File: config.mk
export PLATFORM = sky130hd
export DESIGN_NAME = shift_register4
export DESIGN_NICKNAME = d
export VERILOG_FILES = /design/src/rtl/shift_register4.sv
export SDC_FILE = /design/constraint.sdc
export NUM_CORES = 1
export LEC_CHECK = 0
export BUFFER_PORTS_ARGS = -buffer_cell sky130_fd_sc_hd__buf_4
export CAP_MARGIN = 30
export CORE_AREA = 5 5 42 44
export DETAILED_ROUTE_END_ITERATION = 16
export DIE_AREA = 0 0 47 49
export GPL_TIMING_DRIVEN = 0
export HOLD_SLACK_MARGIN = 0.06
export SLEW_MARGIN = 20
export SYNTH_ARGS = -nofsm -noshare
export SYNTH_HDL_FRONTEND = slang
export SYNTH_SLANG_ARGS = --single-unit
export TNS_END_PERCENT = 30
File: constraint.sdc
create_clock -name clk -period 1.66 [get_ports clk]
set_input_delay 0 -clock clk [delete_from_list [all_inputs] [get_ports clk]]
set_output_delay 0 -clock clk [all_outputs]
set_load 0.05 [all_outputs]
File: src/rtl/shift_register4.sv
// Universal register: clear, parallel load, increment, decrement and serial shifts.
// One operation per cycle, picked by fixed priority; each bit is a registered mux cell.
package shift_register4_pkg;
    typedef enum logic [2:0] {
        OP_HOLD,
        OP_CLR,
        OP_LD,
        OP_INC,
        OP_DEC,
        OP_SR,
        OP_SL
    } op_e;

    // Candidate next values for a single bit, one per data-moving operation.
    typedef struct packed {
        logic ld;
        logic inc;
        logic dec;
        logic sr;
        logic sl;
    } cand_t;
endpackage

module shift_register4_cell
    import shift_register4_pkg::*;
(
    input  logic  clk,
    input  logic  rst_n,
    input  op_e   op,
    input  cand_t cand,
    output logic  q
);
    always_ff @(posedge clk) begin
        if (!rst_n) begin
            q <= 1'b0;
        end else begin
            unique case (op)
                OP_CLR:  q <= 1'b0;
                OP_LD:   q <= cand.ld;
                OP_INC:  q <= cand.inc;
                OP_DEC:  q <= cand.dec;
                OP_SR:   q <= cand.sr;
                OP_SL:   q <= cand.sl;
                default: q <= q;
            endcase
        end
    end
endmodule

module shift_register4
    import shift_register4_pkg::*;
#(
    parameter int WIDTH = 4
) (
    input  logic             clk,
    input  logic             rst_n,
    input  logic             cl,
    input  logic             ld,
    input  logic [WIDTH-1:0] in,
    input  logic             inc,
    input  logic             dec,
    input  logic             sr,
    input  logic             ir,
    input  logic             sl,
    input  logic             il,
    output logic [WIDTH-1:0] out
);
    logic [WIDTH-1:0] q;
    logic [WIDTH-1:0] sum;
    logic [WIDTH-1:0] diff;
    logic [WIDTH-1:0] shr;
    logic [WIDTH-1:0] shl;
    op_e              op;

    always_comb begin
        op = OP_HOLD;
        if (cl)       op = OP_CLR;
        else if (ld)  op = OP_LD;
        else if (inc) op = OP_INC;
        else if (dec) op = OP_DEC;
        else if (sr)  op = OP_SR;
        else if (sl)  op = OP_SL;
    end

    // Carry/borrow simply fall off the top: counting wraps modulo 2^WIDTH.
    assign sum  = q + WIDTH'(1);
    assign diff = q - WIDTH'(1);
    assign shr  = {ir, q[WIDTH-1:1]};
    assign shl  = {q[WIDTH-2:0], il};

    for (genvar i = 0; i < WIDTH; i++) begin : g_bit
        cand_t cand;
        assign cand = '{ld: in[i], inc: sum[i], dec: diff[i], sr: shr[i], sl: shl[i]};

        shift_register4_cell u_cell (
            .clk   (clk),
            .rst_n (rst_n),
            .op    (op),
            .cand  (cand),
            .q     (q[i])
        );
    end

    assign out = q;
endmodule

==> out/metrics.yaml, run 1 <==
sta:
  rsz0062_at_grt: "no"
  slew_viol_final: 0
  max_clock_freq_ghz: 0.661
  finalSetupViolations: 0
  finalCritPeriodShare_pct: 91.2
  worst_clock_skew_ns: 0.00677
  hold_viol: 0
  max-slew-margin-rel_pct: 78.3
  fin_tns_setup_ns: 0
  tightest_slew_ns: 0.325
  min_period_ns: 1.51
final_layout:
  antennaDiodeCount: 0
  reg_top3: "g_bit.u_cell.q: 4 flops"
  layout_commonest_cell: "buf_4"
  largest_reg_flops: 4
  nets: 90
  final_util_pct: 43.4
  top_register: "g_bit.u_cell.q"
  final_cell_mix: "20 x buf_4, 4 x mux2i_1, 4 x dfxtp_1"
  synthToLayoutAreaGrowth_pct: 39.7
  drive_gt1_share_pct: 37.5
power_and_ir_drop:
  powerDensity_mw_per_mm2: 567
  swShare_pct: 29.2
  pwr-share-comb_pct: 33.5
  p_leak_uw: 0.000277
  seq_power_share_pct: 32.2
  ir_drop_uv: 365
  p_switching_uw: 101
  p_int_uw: 244
  clock_power_share_pct: 34.3
placed_design:
  io_buffers: 16
  place_congestion: 0.756
route:
  vias: 430
  first_pass_iters: 4
  ant_nets: 0
  viasPerCell: 4.89
  drtIter0Drc: 16
  drc: 0
  drt-total-wl_um: 984
  post_drt_wl_per_cell_um: 11.2
setup_path:
  crit_type: "reg -> reg"
  crit_arrival_ns: 1.63
  required_ns: 1.78
  cp-end-kind: "flop"
  crit_path_start_kind: "flop"
  critPathMaxFanout: 10
floorplan:
  core_sq_mm: 0.00140
  die_area_sq_mm: 0.00230
  rows: 14
  fp.dieH_um: 49
  start_util_pct: 31.1
  die_x_um: 47
  pin_count: 18
worst_hold_path:
  hp-class: "in -> reg"
clock_tree:
  clockRootBuffer: "clkbuf_4"
  clk_pin_slew_worst_paths_ns: 0.04
  cts_buffers: 3
  clk_path_buf_depth: 2
  htree_levels: 1
  cts_tree: "done"
  cts_repair_resize_count: 0
  hold_buffers: 1
  cts_setup_buffers: 0
  cts_sinks: 4
  clock_latency_ns: 0.23
run_status:
  status: "complete, no violations"
synth:
  syn_area_sq_um: 435
  synth_cell_types: 35
  syn_avg_cell_area_sq_um: 8.37
  ys_seq_area_share_pct: 18.4
  synth_fp_nets: 68
  yosys-top-cells-area: "dfxtp_1 18%, mux2i_1 9.2%, buf_4 6.9%"
  synth_top_area_share_pct: 18.4
  ys_ff_latch: 4
  post-synth-top-area-cell: "dfxtp_1"
  synthCells: 52
  ys_warn_count: 0
grt:
  grt_usage_pct: 9.21
  grt_max_degree: 11
  antenna_found_initial: 0
  grt_pass1_wl_um: 1570
  first_global_vias: 387
  gr-total-overflow: 0
job:
  drv_cap: 0
==> routing by layer <==
metal,track usage (%),up-vias,wire [um]
met5,0,-,0
met4,2.76,0,0
met3,4.80,0,66
met2,12.4,14,422
met1,12.4,186,495
li1,-,230,-
==> final cells by class <==
| class | instances | area (sq um) |
|---|---|---|
| multi-input cells | 39 | 305 |
| clock buffers | 3 | 22.5 |
| inverters | 3 | 11.3 |
| flip-flops and latches | 4 | 80.1 |
| well taps | 16 | 20.0 |
| fillers | 156 | 793 |
| plain buffers | 6 | 38.8 |
| repair buffers | 17 | 130 |
==> stage by stage <==
step / cell area, sq um / total power [uW] / hold slack (ns) / std cells / worst slack, ns
finish: 608 / 345 / 0.0809 / 88 / 0.146
global route: 608 / 368 / 0.108 / 88 / 0.0106
CTS: 608 / 352 / 0.0843 / 88 / 0.133
detailed placement: 576 / 227 / 0.241 / 84 / 0.139
global placement: 576 / 227 / 0.241 / 84 / 0.134
floorplan: 435 / 183 / 0.117 / 52 / 0.285
==> worst max-delay path, cell delays in order (launching register included) <==
cell and delay [ns]:
dfxtp_1 0.50, inv_1 0.08, ha_1 0.30, nor3b_1 0.05, a211oi_1 0.22, nor3_1 0.07, o21a_1 0.18
==> worst paths after layout <==
kind / start / endpoint / slack [ns] / cells past startpoint
setup / recovery: g_bit[0].u_cell.q / g_bit[1].u_cell.q / 0.15 / 6
hold / removal: ir / g_bit[3].u_cell.q / 0.08 / 3
setup reg to reg: g_bit[0].u_cell.q / g_bit[1].u_cell.q / 0.15 / 6
hold reg to reg: g_bit[3].u_cell.q / g_bit[3].u_cell.q / 0.62 / 3
==> power groups by stage <==
stage	logic [uW]	registers, uW	clock network [uW]
6_report	116	111	118
5_1_grt	126	112	130
4_1_cts	117	111	124
3_5_place_dp	115	113	0
3_3_place_gp	114	113	0
2_1_floorplan	73.2	110	0
==> logic make-up (layout without fill, tap and decap cells) <==
| kind of cell | after synthesis | after routing | share of synthesized area, % |
|---|---|---|---|
| DFF | 4 | 4 | 18.4 |
| xor gates and xnor gates | 2 | 2 | 4.02 |
| muxes | 4 | 4 | 9.20 |
| AOI/OAI and AO/OA | 14 | 14 | 25.6 |
| buffers and inverters | 9 | 29 | 11.5 |
| and+or+nand+nor | 17 | 17 | 25.6 |
| adders and majority gates | 2 | 2 | 5.75 |
==> Yosys cell counts, drive strengths merged <==
cell     count
inv          3
o31a         1
nor2         2
nor3b        1
dfxtp        4
or2b         1
mux2i        4
or4b         1
o21a         2
xnor2        1
o2bb2ai      2
and3         1
or3b         1
nand3        1
nor3         2
and2         1
or3          1
nor2b        1
nand3b       1
a221o        1
a211oi       1
and2b        1
ha           2
a21oi        2
a222oi       1
a2bb2oi      1
a21boi       1
nand2        1
xor2         1
o22ai        2
nor4         1
buf          6
(Power assumes the default switching activity.)
==> inputs of run 2 (changes only) <==
REMOVE_ABC_BUFFERS = 1   (was unset)
SKIP_LAST_GASP = 1   (was unset)
==> run 2 against run 1 <==
Against the previous run:
- clock skew shrank 0.0011 ns
- worst setup slack worse by 0.0011 ns
- cell area down 1.9%
- critical path type unchanged
- die area did not move
- largest power group unchanged
- clock-buffer cell count unchanged
- largest cell class unchanged
- maximum frequency about the same
==> out/metrics.yaml, run 2 (synthesis gave the netlist of run 1 again) <==
clock_tree:
  cts_setup_buffers: 0  # unchanged
  clock_latency_ns: 0.24  # about the same
  htree_levels: 1  # unchanged
  cts_repair_resize_count: 0  # unchanged
  clockRootBuffer: "clkbuf_4"
  clk_pin_slew_worst_paths_ns: 0.04  # about the same
  cts_buffers: 3  # unchanged
  cts_tree: "done"
  cts_sinks: 4  # unchanged
  clk_path_buf_depth: 2  # unchanged
floorplan:
  die_area_sq_mm: 0.00230  # unchanged
  start_util_pct: 31.1  # unchanged
  core_sq_mm: 0.00140  # unchanged
  pin_count: 18  # unchanged
  fp.dieH_um: 49  # unchanged
  die_x_um: 47  # unchanged
  rows: 14  # unchanged
final_layout:
  antennaDiodeCount: 0  # unchanged
  nets: 87  # -3.3%
  reg_top3: "g_bit.u_cell.q: 4 flops"
  layout_commonest_cell: "buf_4"
  drive_gt1_share_pct: 33.3  # -4.2 points
  fin_cells: 85  # -3.4%
  final_cell_mix: "17 x buf_4, 4 x mux2i_1, 4 x dfxtp_1"
  top_register: "g_bit.u_cell.q"
  synthToLayoutAreaGrowth_pct: 37.1
  largest_reg_flops: 4  # unchanged
  final_cell_area_sq_um: 597  # -1.9%
sta:
  tightest_slew_ns: 0.347  # +0.0221 ns
  max_clock_freq_ghz: 0.660  # about the same
  finalCritPeriodShare_pct: 91.2  # about the same
  min_period_ns: 1.51  # +0.00109 ns
  rsz0062_at_grt: "no"
  hold_viol: 0  # unchanged
  max-slew-margin-rel_pct: 76.9  # -1.5 points
  finalWorstSetupSlack_ns: 0.145  # -0.00109 ns
  worst_clock_skew_ns: 0.00562  # -0.00115 ns
  finalSetupViolations: 0  # unchanged
  slew_viol_final: 0  # unchanged
route:
  drt-total-wl_um: 1020  # +4.0%
  drc: 0  # unchanged
  first_pass_iters: 4  # unchanged
  viasPerCell: 5.06  # +3.5%
  ant_nets: 0  # unchanged
  vias: 430  # unchanged
  drtIter0Drc: 3  # -13
  post_drt_wl_per_cell_um: 12.0  # +7.6%
setup_path:
  cp-end-kind: "flop"
  required_ns: 1.78  # about the same
  crit_path_start_kind: "flop"
  critPathMaxFanout: 10  # unchanged
  crit_arrival_ns: 1.64  # about the same
  crit_type: "reg -> reg"
run_status:
  status: "complete, no violations"
power_and_ir_drop:
  p_leak_uw: 0.000263  # -5.3%
  clock_power_share_pct: 35.4  # +1.1 points
  pwr-share-comb_pct: 31.8  # -1.7 points
  swShare_pct: 30.3  # +1.1 points
  powerDensity_mw_per_mm2: 582  # +2.6%
  ir_drop_uv: 297  # -19%
  p_switching_uw: 105  # +4.6%
  p_int_uw: 242  # -0.95%
  seq_power_share_pct: 32.8  # +0.6 points
placed_design:
  placed_area_sq_um: 544  # -5.4%
  pre_cts_ws_ns: 0.135  # -0.00392 ns
  place_congestion: 0.728  # -3.7%
  dp_cells: 79  # -6.0%
  place_hpwl_um: 828
  io_buffers: 17  # +1
grt:
  grt_pass1_wl_um: 1670  # +6.6%
  antenna_found_initial: 0  # unchanged
  gr-total-overflow: 0  # unchanged
  first_global_vias: 431  # +11%
  grt_max_degree: 11  # unchanged
  grt_usage_pct: 9.70  # +0.50 points
worst_hold_path:
  hp-class: "in -> reg"
job:
  drv_cap: 0  # unchanged
## run 2: changes by cell type in the layout (fill, tap and decap cells not counted), sizes merged
cell	previous run	this run
buf	22	17
dlygate4sd3	1	3
## run 2: per-stage QoR
step | setup TNS [ns] | hold WS (ns) | utilization, % | power [uW]
final | 0 | 0.0890 | 42.6 | 347
after global placement | 0 | 0.244 | 38.8 | 220
after CTS | 0 | 0.0842 | 42.6 | 353
after floorplan | -0.0676 | 0.117 | - | 173
after detailed placement | 0 | 0.242 | 38.8 | 221
after global routing | 0 | 0.0876 | 42.6 | 373
## run 2: routing by layer
metal  GRT usage [%]  routed length, um
met5               0                  0
met2            14.3                491
met3            2.58                 44
met1            12.3                486
met4            5.53                  0
## run 2: path summary, 6_finish.rpt
check / from / to / slack [ns] / depth (start not counted)
max: g_bit[0].u_cell.q / g_bit[1].u_cell.q / 0.15 / 6
min: in[0] / g_bit[0].u_cell.q / 0.09 / 3
max reg2reg: g_bit[0].u_cell.q / g_bit[1].u_cell.q / 0.15 / 6
min reg2reg: g_bit[3].u_cell.q / g_bit[3].u_cell.q / 0.64 / 3
## run 2: final cells by class
| cell class | count | area, sq um |
|---|---|---|
| Clock buffer | 3 | 22.5 |
| Fill cell | 148 | 805 |
| Inverter | 3 | 11.3 |
| Multi-Input combinational cell | 39 | 305 |
| Sequential cell | 4 | 80.1 |
| Tap cell | 16 | 20.0 |
| Timing Repair Buffer | 20 | 158 |
## run 2: critical path: stages, from the launching register on
cell and delay [ns]:
dfxtp_1 0.49, inv_1 0.08, ha_1 0.30, nor3b_1 0.05, a211oi_1 0.22, nor3_1 0.08
o21a_1 0.18
## run 2: power groups by stage
stage                     logic, uW  registers [uW]  clock network [uW]
after floorplan                42.2             131                   0
after global placement          105             116                   0
after detailed placement        106             116                   0
after CTS                       112             114                 128
after global routing            119             116                 138
final                           111             114                 123
## run 2: timing repair
action / CTS / global route
hold endpoints to repair: 4 / 0
setup endpoints to repair: 0 / 0
hold buffers: 3 / 0
==> inputs of run 3 (changes only) <==
==> constraint.sdc (replaced) <==
create_clock -name clk -period 1.66 [get_ports clk]
set_input_delay 0.249 -clock clk [delete_from_list [all_inputs] [get_ports clk]]
set_output_delay 0.249 -clock clk [all_outputs]
set_load 0.05 [all_outputs]
==> run 3 against run 2 <==
Against the previous run:
- via count shrank 3.3%
- flip-flop and latch count is the same
- cell area shrank 5.0%
- sequential power is essentially flat
- maximum frequency about the same
- clock power about the same
- largest power group unchanged
- worst hold slack improved by 0.16 ns
- clock skew is essentially flat
- critical path type unchanged
- combinational power fell by 5%
==> out/metrics.yaml, run 3 (synthesis gave the netlist of run 1 again) <==
power_and_ir_drop:
  p_leak_uw: 0.000250  # -4.8%
  p_switching_uw: 104  # -0.97%
  p_int_uw: 237  # -1.9%
  seq_power_share_pct: 33.3  # +0.5 points
  powerDensity_mw_per_mm2: 603  # +3.6%
  ir_drop_uv: 293  # -1.1%
  pwr-share-comb_pct: 30.7  # -1.1 points
  clock_power_share_pct: 36.0  # +0.6 points
  swShare_pct: 30.5  # +0.20 points
grt:
  grt_usage_pct: 9.63  # -0.070 points
  first_global_vias: 419  # -2.8%
  grt_pass1_wl_um: 1650  # -1.2%
  antenna_found_initial: 0  # unchanged
  grt_max_degree: 11  # unchanged
  gr-total-overflow: 0  # unchanged
final_layout:
  largest_reg_flops: 4  # unchanged
  num-fill-cells: 149  # +0.68%
  final_cell_mix: "17 x buf_4, 4 x mux2i_1, 4 x dfxtp_1"
  layout_commonest_cell: "buf_4"
  regArea_sq_um: 80.1  # unchanged
  final_cell_area_sq_um: 567  # -5.0%
  drive_gt1_share_pct: 34.8  # +1.5 points
  antennaDiodeCount: 0  # unchanged
  reg_top3: "g_bit.u_cell.q: 4 flops"
  multiInputGateArea_sq_um: 305  # unchanged
  synthToLayoutAreaGrowth_pct: 30.2
  top_register: "g_bit.u_cell.q"
  nets: 84  # -3.4%
sta:
  fin_tns_setup_ns: 0  # unchanged
  min_period_ns: 1.51  # -0.000583 ns
  rsz0062_at_grt: "no"
  max_clock_freq_ghz: 0.660  # about the same
  worst_clock_skew_ns: 0.00563  # +0.00000931 ns
  slew_viol_final: 0  # unchanged
  finalSetupViolations: 0  # unchanged
  hold_viol: 0  # unchanged
  max-slew-margin-rel_pct: 76.9  # unchanged
  tightest_slew_ns: 0.347  # +0.000000596 ns
  finalCritPeriodShare_pct: 91.2  # about the same
placed_design:
  io_buffers: 17  # unchanged
  placed_area_sq_um: 544  # unchanged
  place_congestion: 0.728  # unchanged
  place_hpwl_um: 828  # unchanged
floorplan:
  start_util_pct: 31.1  # unchanged
  die_x_um: 47  # unchanged
  fp.dieH_um: 49  # unchanged
  rows: 14  # unchanged
  die_area_sq_mm: 0.00230  # unchanged
  core_sq_mm: 0.00140  # unchanged
  pin_count: 18  # unchanged
setup_path:
  critPathMaxFanout: 10  # unchanged
  cp.buffers_inverters: 1  # unchanged
  crit_arrival_ns: 1.64  # about the same
  crit_type: "reg -> reg"
  crit_path_top_delay_cell: "dfxtp_1"
  cp-end-kind: "flop"
  cpPeakStageDelay_ns: 0.49  # about the same
  required_ns: 1.78  # about the same
  cp_cell_sequence: "inv_1 > ha_1 > nor3b_1 > a211oi_1 > nor3_1 > o21a_1"
  cpLargestDelayFamily: "flip-flops"
  crit_path_start_kind: "flop"
route:
  viasPerCell: 5.07  # +0.28%
  drtIter0Drc: 9  # +6
  drt-total-wl_um: 1010  # -1.8%
  post_drt_wl_per_cell_um: 12.3  # +1.8%
  ant_nets: 0  # unchanged
  first_pass_iters: 5  # +1
  vias: 416  # -3.3%
  drc: 0  # unchanged
clock_tree:
  htree_levels: 1  # unchanged
  hold_buffers: 0  # -3
  cts_setup_buffers: 0  # unchanged
  clock_latency_ns: 0.24  # about the same
  cts_sinks: 4  # unchanged
  cts_repair_resize_count: 0  # unchanged
  cts_tree: "done"
  clockRootBuffer: "clkbuf_4"
  cts_buffers: 3  # unchanged
  clk_pin_slew_worst_paths_ns: 0.04  # about the same
  clk_path_buf_depth: 2  # unchanged
worst_hold_path:
  hp-class: "in -> reg"
run_status:
  status: "complete, no violations"
job:
  drv_cap: 0  # unchanged
==> run 3: area by class of cell <==
cell class	instances	area share [%]
clock buffers	3	3.97
inverters	3	1.99
multi-input cells	39	53.9
flip-flops and latches	4	14.1
well taps	16	3.53
repair buffers	17	22.5
==> run 3: power by group through the flow <==
stage                     combinational (uW)  sequential, uW  clock [uW]
final                                    105             114         123
after detailed placement                 106             116           0
after CTS                                106             114         128
after global placement                   105             116           0
after global routing                     114             116         138
after floorplan                         42.2             131           0
==> run 3: worst register-to-register path, delay by kind of cell (launching register included) <==
kind	cells	cell delay [ns]
AND/OR/NAND/NOR	2	0.13
AO/OA/AOI/OAI	2	0.40
adder cells (fa/ha/maj)	1	0.30
flip-flops	1	0.49
buffers and inverters	1	0.08
==> run 3: layer usage <==
layer  vias up  wire length [um]  global-route usage, %
met5         -                 0                      0
met4         0                 0                   5.53
met3         0                49                   2.58
met2        13               480                   14.0
met1       184               475                   12.3
li1        219                 -                      -
==> run 3: final timing paths <==
kind                                        start           endpoint  slack [ns]  cells past startpoint
worst min-delay path                        rst_n  g_bit[0].u_cell.q        0.25                      2
worst max register to register  g_bit[0].u_cell.q  g_bit[1].u_cell.q        0.15                      6
worst max-delay path            g_bit[0].u_cell.q  g_bit[1].u_cell.q        0.15                      6
worst min register to register  g_bit[3].u_cell.q  g_bit[3].u_cell.q        0.64                      3
==> run 3: through the flow <==
step                      hold WS [ns]  power [uW]  util [%]  worst slack [ns]  instances
after floorplan                  0.366         173         -           -0.0676         46
after global placement           0.493         220      38.8             0.133         79
after detailed placement         0.491         221      38.8             0.135         79
after CTS                        0.245         348      40.4             0.122         82
after global routing             0.248         368      40.4          0.000561         82
final                            0.253         342      40.4             0.146         82
